### config.mk
export PLATFORM = sky130hd
export DESIGN_NAME = sync_debounce
export DESIGN_NICKNAME = d
export VERILOG_FILES = /design/src/rtl/sync_debounce.sv
export SDC_FILE = /design/constraint.sdc
export NUM_CORES = 1
export LEC_CHECK = 0
export CAP_MARGIN = 10
export CORE_UTILIZATION = 40
export DETAILED_ROUTE_END_ITERATION = 12
export PLACE_DENSITY = 0.75
export SLEW_MARGIN = 0
export SYNTH_ARGS = -nofsm -noshare
export SYNTH_HDL_FRONTEND = slang
export SYNTH_SLANG_ARGS = --single-unit
export TNS_END_PERCENT = 30
### constraint.sdc
create_clock -name I_CLK -period 2.96 [get_ports I_CLK]
set_input_delay 0.888 -clock I_CLK [delete_from_list [all_inputs] [get_ports I_CLK]]
set_output_delay 0.888 -clock I_CLK [all_outputs]
set_load 0.005 [all_outputs]
### src/rtl/sync_debounce.sv
`default_nettype none
// ============================================================================
// Module   : sync_debounce
// Purpose  : Multi-channel input conditioner for asynchronous push-buttons and
//            enable inputs. Each channel has an N-stage synchroniser, a
//            counter-based debouncer and registered rise/fall pulses. It can
//            optionally add a toggle latch, enabled by the compile-time macro
//            SYNC_DEBOUNCE_TOGGLE_EN.
// Revision : 1.0 - initial release
// ============================================================================
module sync_debounce #(
    parameter int CH          = 2,
    parameter int SYNC_STAGES = 2,
    parameter int DB_LIMIT    = 10
) (
    input  logic          I_CLK,
    input  logic          I_RST,
    input  logic [CH-1:0] I_IN,
    input  logic [CH-1:0] I_TOGGLE_CLR,
    output logic [CH-1:0] O_LEVEL,
    output logic [CH-1:0] O_RISE,
    output logic [CH-1:0] O_FALL,
    output logic [CH-1:0] O_TOGGLE
);

    // Wide enough to hold DB_LIMIT. The counter itself never exceeds DB_LIMIT-1.
    localparam int                 c_CNT_W    = $clog2(DB_LIMIT + 1);
    localparam logic [c_CNT_W-1:0] c_CNT_LAST = c_CNT_W'(DB_LIMIT - 1);
    localparam logic [c_CNT_W-1:0] c_CNT_ONE  = c_CNT_W'(1);

    genvar gi;
    generate
        for (gi = 0; gi < CH; gi++) begin : g_ch
            logic [SYNC_STAGES-1:0] r_sync;
            logic [c_CNT_W-1:0]     r_cnt;
            logic                   r_level;
            logic                   r_rise;
            logic                   r_fall;
            logic                   w_sync;
            logic                   w_differ;
            logic                   w_accept;

            // The last synchroniser stage is the only version of the pin the debouncer sees.
            assign w_sync   = r_sync[SYNC_STAGES-1];
            assign w_differ = w_sync ^ r_level;
            // The new level has persisted long enough and is taken on this edge.
            assign w_accept = w_differ && (r_cnt == c_CNT_LAST);

            // Metastability synchroniser: shift the raw pin toward the MSB.
            always_ff @(posedge I_CLK or posedge I_RST) begin
                if (I_RST) begin
                    r_sync <= '0;
                end else begin
                    r_sync <= {r_sync[SYNC_STAGES-2:0], I_IN[gi]};
                end
            end

            // Debounce counter. Any return to the current level restarts the count.
            always_ff @(posedge I_CLK or posedge I_RST) begin
                if (I_RST) begin
                    r_cnt   <= '0;
                    r_level <= 1'b0;
                end else if (!w_differ || w_accept) begin
                    r_cnt   <= '0;
                    if (w_accept) begin
                        r_level <= w_sync;
                    end
                end else begin
                    r_cnt <= r_cnt + c_CNT_ONE;
                end
            end

            // Registered edge pulses. Each pulse is high only in the cycle the level changes.
            always_ff @(posedge I_CLK or posedge I_RST) begin
                if (I_RST) begin
                    r_rise <= 1'b0;
                    r_fall <= 1'b0;
                end else begin
                    r_rise <= w_accept &&  w_sync;
                    r_fall <= w_accept && !w_sync;
                end
            end

            assign O_LEVEL[gi] = r_level;
            assign O_RISE[gi]  = r_rise;
            assign O_FALL[gi]  = r_fall;

`ifdef SYNC_DEBOUNCE_TOGGLE_EN
            logic r_toggle;

            // Start/stop latch. It flips on the same edge that raises the rise pulse, and a clear wins.
            always_ff @(posedge I_CLK or posedge I_RST) begin
                if (I_RST) begin
                    r_toggle <= 1'b0;
                end else if (I_TOGGLE_CLR[gi]) begin
                    r_toggle <= 1'b0;
                end else if (w_accept && w_sync) begin
                    r_toggle <= ~r_toggle;
                end
            end

            assign O_TOGGLE[gi] = r_toggle;
`else
            assign O_TOGGLE[gi] = 1'b0;
`endif
        end
    endgenerate

`ifdef SYNC_DEBOUNCE_TOGGLE_EN
`else
    // Without the toggle latch the clear inputs have no function.
    logic w_unused_toggle_clr;
    assign w_unused_toggle_clr = ^I_TOGGLE_CLR;
`endif

endmodule
`default_nettype wire

==> summary.txt <==
Run status
  • Outcome: finished clean

Layout
  • Final nets: 77
  • Area of the multi-input gates: 258 um^2
  • Area growth, synth to finish: 13.1%
  • Finished Layout Cells: 91
  • Final Cell Area: 877 um^2
  • Seq. cell area: 450 um^2
  • ANT cells: 0
  • Fraction of layout cells with a size suffix above 1: 12.1%
  • Total of fill cells in the finished design: 171

Timing
  • Slew HR: 57.5%
  • Worst-Margin Slew: 0.636 ns
  • Setup violations, final: 0
  • RSZ-0062 raised after global routing: no
  • Fin. Hold Viols: 0
  • Max-slew violations: 0
  • Tmin final: 2.12 ns
  • Clk_skew: 0.00342 ns
  • Fin crit share: 71.6%
  • Final setup TNS: 0 ns
  • Max frequency: 472 MHz

GRT
  • Vias in the first global route: 327
  • Global route total overflow: 0
  • First-pass GRT wire length: 1390 um
  • Antenna violations before repair: 0
  • Largest net degree at the start of global routing: 19
  • Tot GR Track Use: 10.2%

Worst setup path
  • CP top delay family: buffers and inverters
  • Crit path launch type: flop
  • Worst stage delay on the critical path: 0.52 ns
  • Required time at the worst-slack endpoint: 2.07 ns
  • Critical Path Sink Type: output port
  • CP max stage cell: clkdlybuf4s50_1
  • Crit path max fanout: 5
  • WP buf/inv: 1
  • Setup CP Type: reg2out
  • Arrival time worst endpoint: 1.23 ns
  • Crit-path cells: clkdlybuf4s50_1

Place
  • Placed inst area: 841 um^2
  • Final RePlAce weighted congestion: 0.698
  • HPWL Detailed: 614 um
  • Buffers added on ports: 9
  • Placed cells: 87

CTS
  • Clock tree from TritonCTS: done
  • Cts bufs inserted: 3
  • Worst-Skew Late Latency: 0.29 ns
  • CTS H-tree depth: 1
  • CTS Sinks: 18
  • CTS hold repair buffers: 0
  • Clock buffer depth: 2
  • CTS clk-pin slew, worst paths: 0.09 ns
  • Setup Fix Bufs, Post-CTS: 0
  • Clock Tree Root: clkbuf_4
  • PostCTS Resize Cnt: 0

Yosys
  • Share of flip-flops with an asynchronous set or reset: 100%
  • Top post-synthesis cells by area: dfrtp_1 (58%), buf_4 (7.7%), ha_1 (6.5%)
  • Post-synthesis register bit count: 18
  • Register area share after synthesis: 58.1%
  • Cell count after synthesis: 60
  • Mean post-synth cell area: 12.9 um^2
  • Top cell type's share of synthesized area: 58.1%
  • Cell taking the most area after synthesis: dfrtp_1
  • Ys flop type: dfrtp_1
  • Most frequent cells after synthesis: dfrtp_1 (18), buf_4 (8), nor2_1 (8)
  • Cell Area, Synth: 776 um^2
  • Synth unique cells: 13
  • Synth warn: 0
  • Post-synth EDFFs: 0
  • Count leader, synth: dfrtp_1

Worst hold path
  • Worst hold path class: reg2reg

Floorplanning
  • Num rows: 15
  • Top Ports: 14
  • Initial Utilization: 44.0%
  • Die Footprint: 2120 um^2
  • CORE AREA: 1760 um^2
  • Die width: 46.0 um
  • Die Height: 46.0 um

Power
  • Final Total Pwr: 0.000490 W
  • Worst vdd ir: 368 uV
  • Pleak: 0.468 nW
  • Pwr Density: 559 nW/um^2

Drt
  • Drt first pass iters: 1
  • ANT nets after route: 0
  • Starting DRT DRC Count: 0
  • DR vias: 382
  • Vias/cell: 4.20
  • Wirelength per Cell: 8.92 um
  • WL final: 812 um
  • DRC viols: 0

Run
  • MaxCap Viol Count: 0
[worst paths after layout]
check / start / depth (start not counted) / to / slack [ns]
worst max-delay path: g_ch[1].r_level / 1 / O_LEVEL[1] / 0.84
max in group asynchronous: I_RST / 2 / g_ch[0].r_sync[1] / 1.58
min in group asynchronous: I_RST / 2 / g_ch[1].r_sync[0] / 0.97
worst max register to register: g_ch[0].r_cnt[0] / 3 / g_ch[0].r_level / 1.78
worst min register to register: g_ch[1].r_sync[0] / 0 / g_ch[1].r_sync[1] / 0.36
worst min-delay path: g_ch[1].r_sync[0] / 0 / g_ch[1].r_sync[1] / 0.36
[layer usage]
metal | up-vias | global-route usage (%) | share of wire [%]
met4 | 0 | 3.53 | 1.4
li1 | 193 | - | -
met5 | - | 0 | 0
met2 | 15 | 13.2 | 43
met3 | 3 | 7.14 | 7.6
met1 | 171 | 13.3 | 47
[where the power goes]
part            total, W  switching (W)  internal (W)
registers       0.000284      0.0000183      0.000266
logic          0.0000606      0.0000281     0.0000325
clock network   0.000145      0.0000699     0.0000750
total           0.000490       0.000116      0.000374
[final cells by class]
cell class	instances	area share, %
timing repair buffer	9	10.3
tap	25	3.57
sequential	18	51.4
inverter	3	1.28
multi-input combinational	32	29.4
clock buffer	4	4.14
[cell usage in the layout, fill, tap and decap left out, drive strengths merged]
master / instances
xor2: 4
nor3b: 4
ha: 4
clkdlybuf4s50: 9
nand2: 2
mux2: 2
nor2: 8
nand3: 2
inv: 3
dfrtp: 18
xnor2: 2
nand3b: 2
clkbuf: 4
conb: 2
[state kept, by name, summed over array words and instances (netlist names)]
| register | flops |
|---|---|
| g_ch.r_cnt | 8 |
| g_ch.r_sync | 4 |
| g_ch.r_fall | 2 |
| g_ch.r_level | 2 |
| g_ch.r_rise | 2 |
[cells by family after synthesis]
group	count (synthesis)	share of synthesized area, %
simple gates	18	15.2
flops	18	58.1
buf+inv	11	9.19
xor+xnor	6	6.77
fa+ha+maj	4	6.45
mux	2	3.87
other cells	1	0.483
[per-stage QoR]
stage	hold slack, ns	utilization [%]	setup slack, ns
6_report	0.357	49.7	0.839
5_1_grt	0.371	49.7	0.764
4_1_cts	0.358	49.7	0.818
3_5_place_dp	0.336	47.7	1.15
3_3_place_gp	0.336	47.7	1.16
2_1_floorplan	0.331	-	1.54
Note: power is estimated with default switching activity, not from simulation.
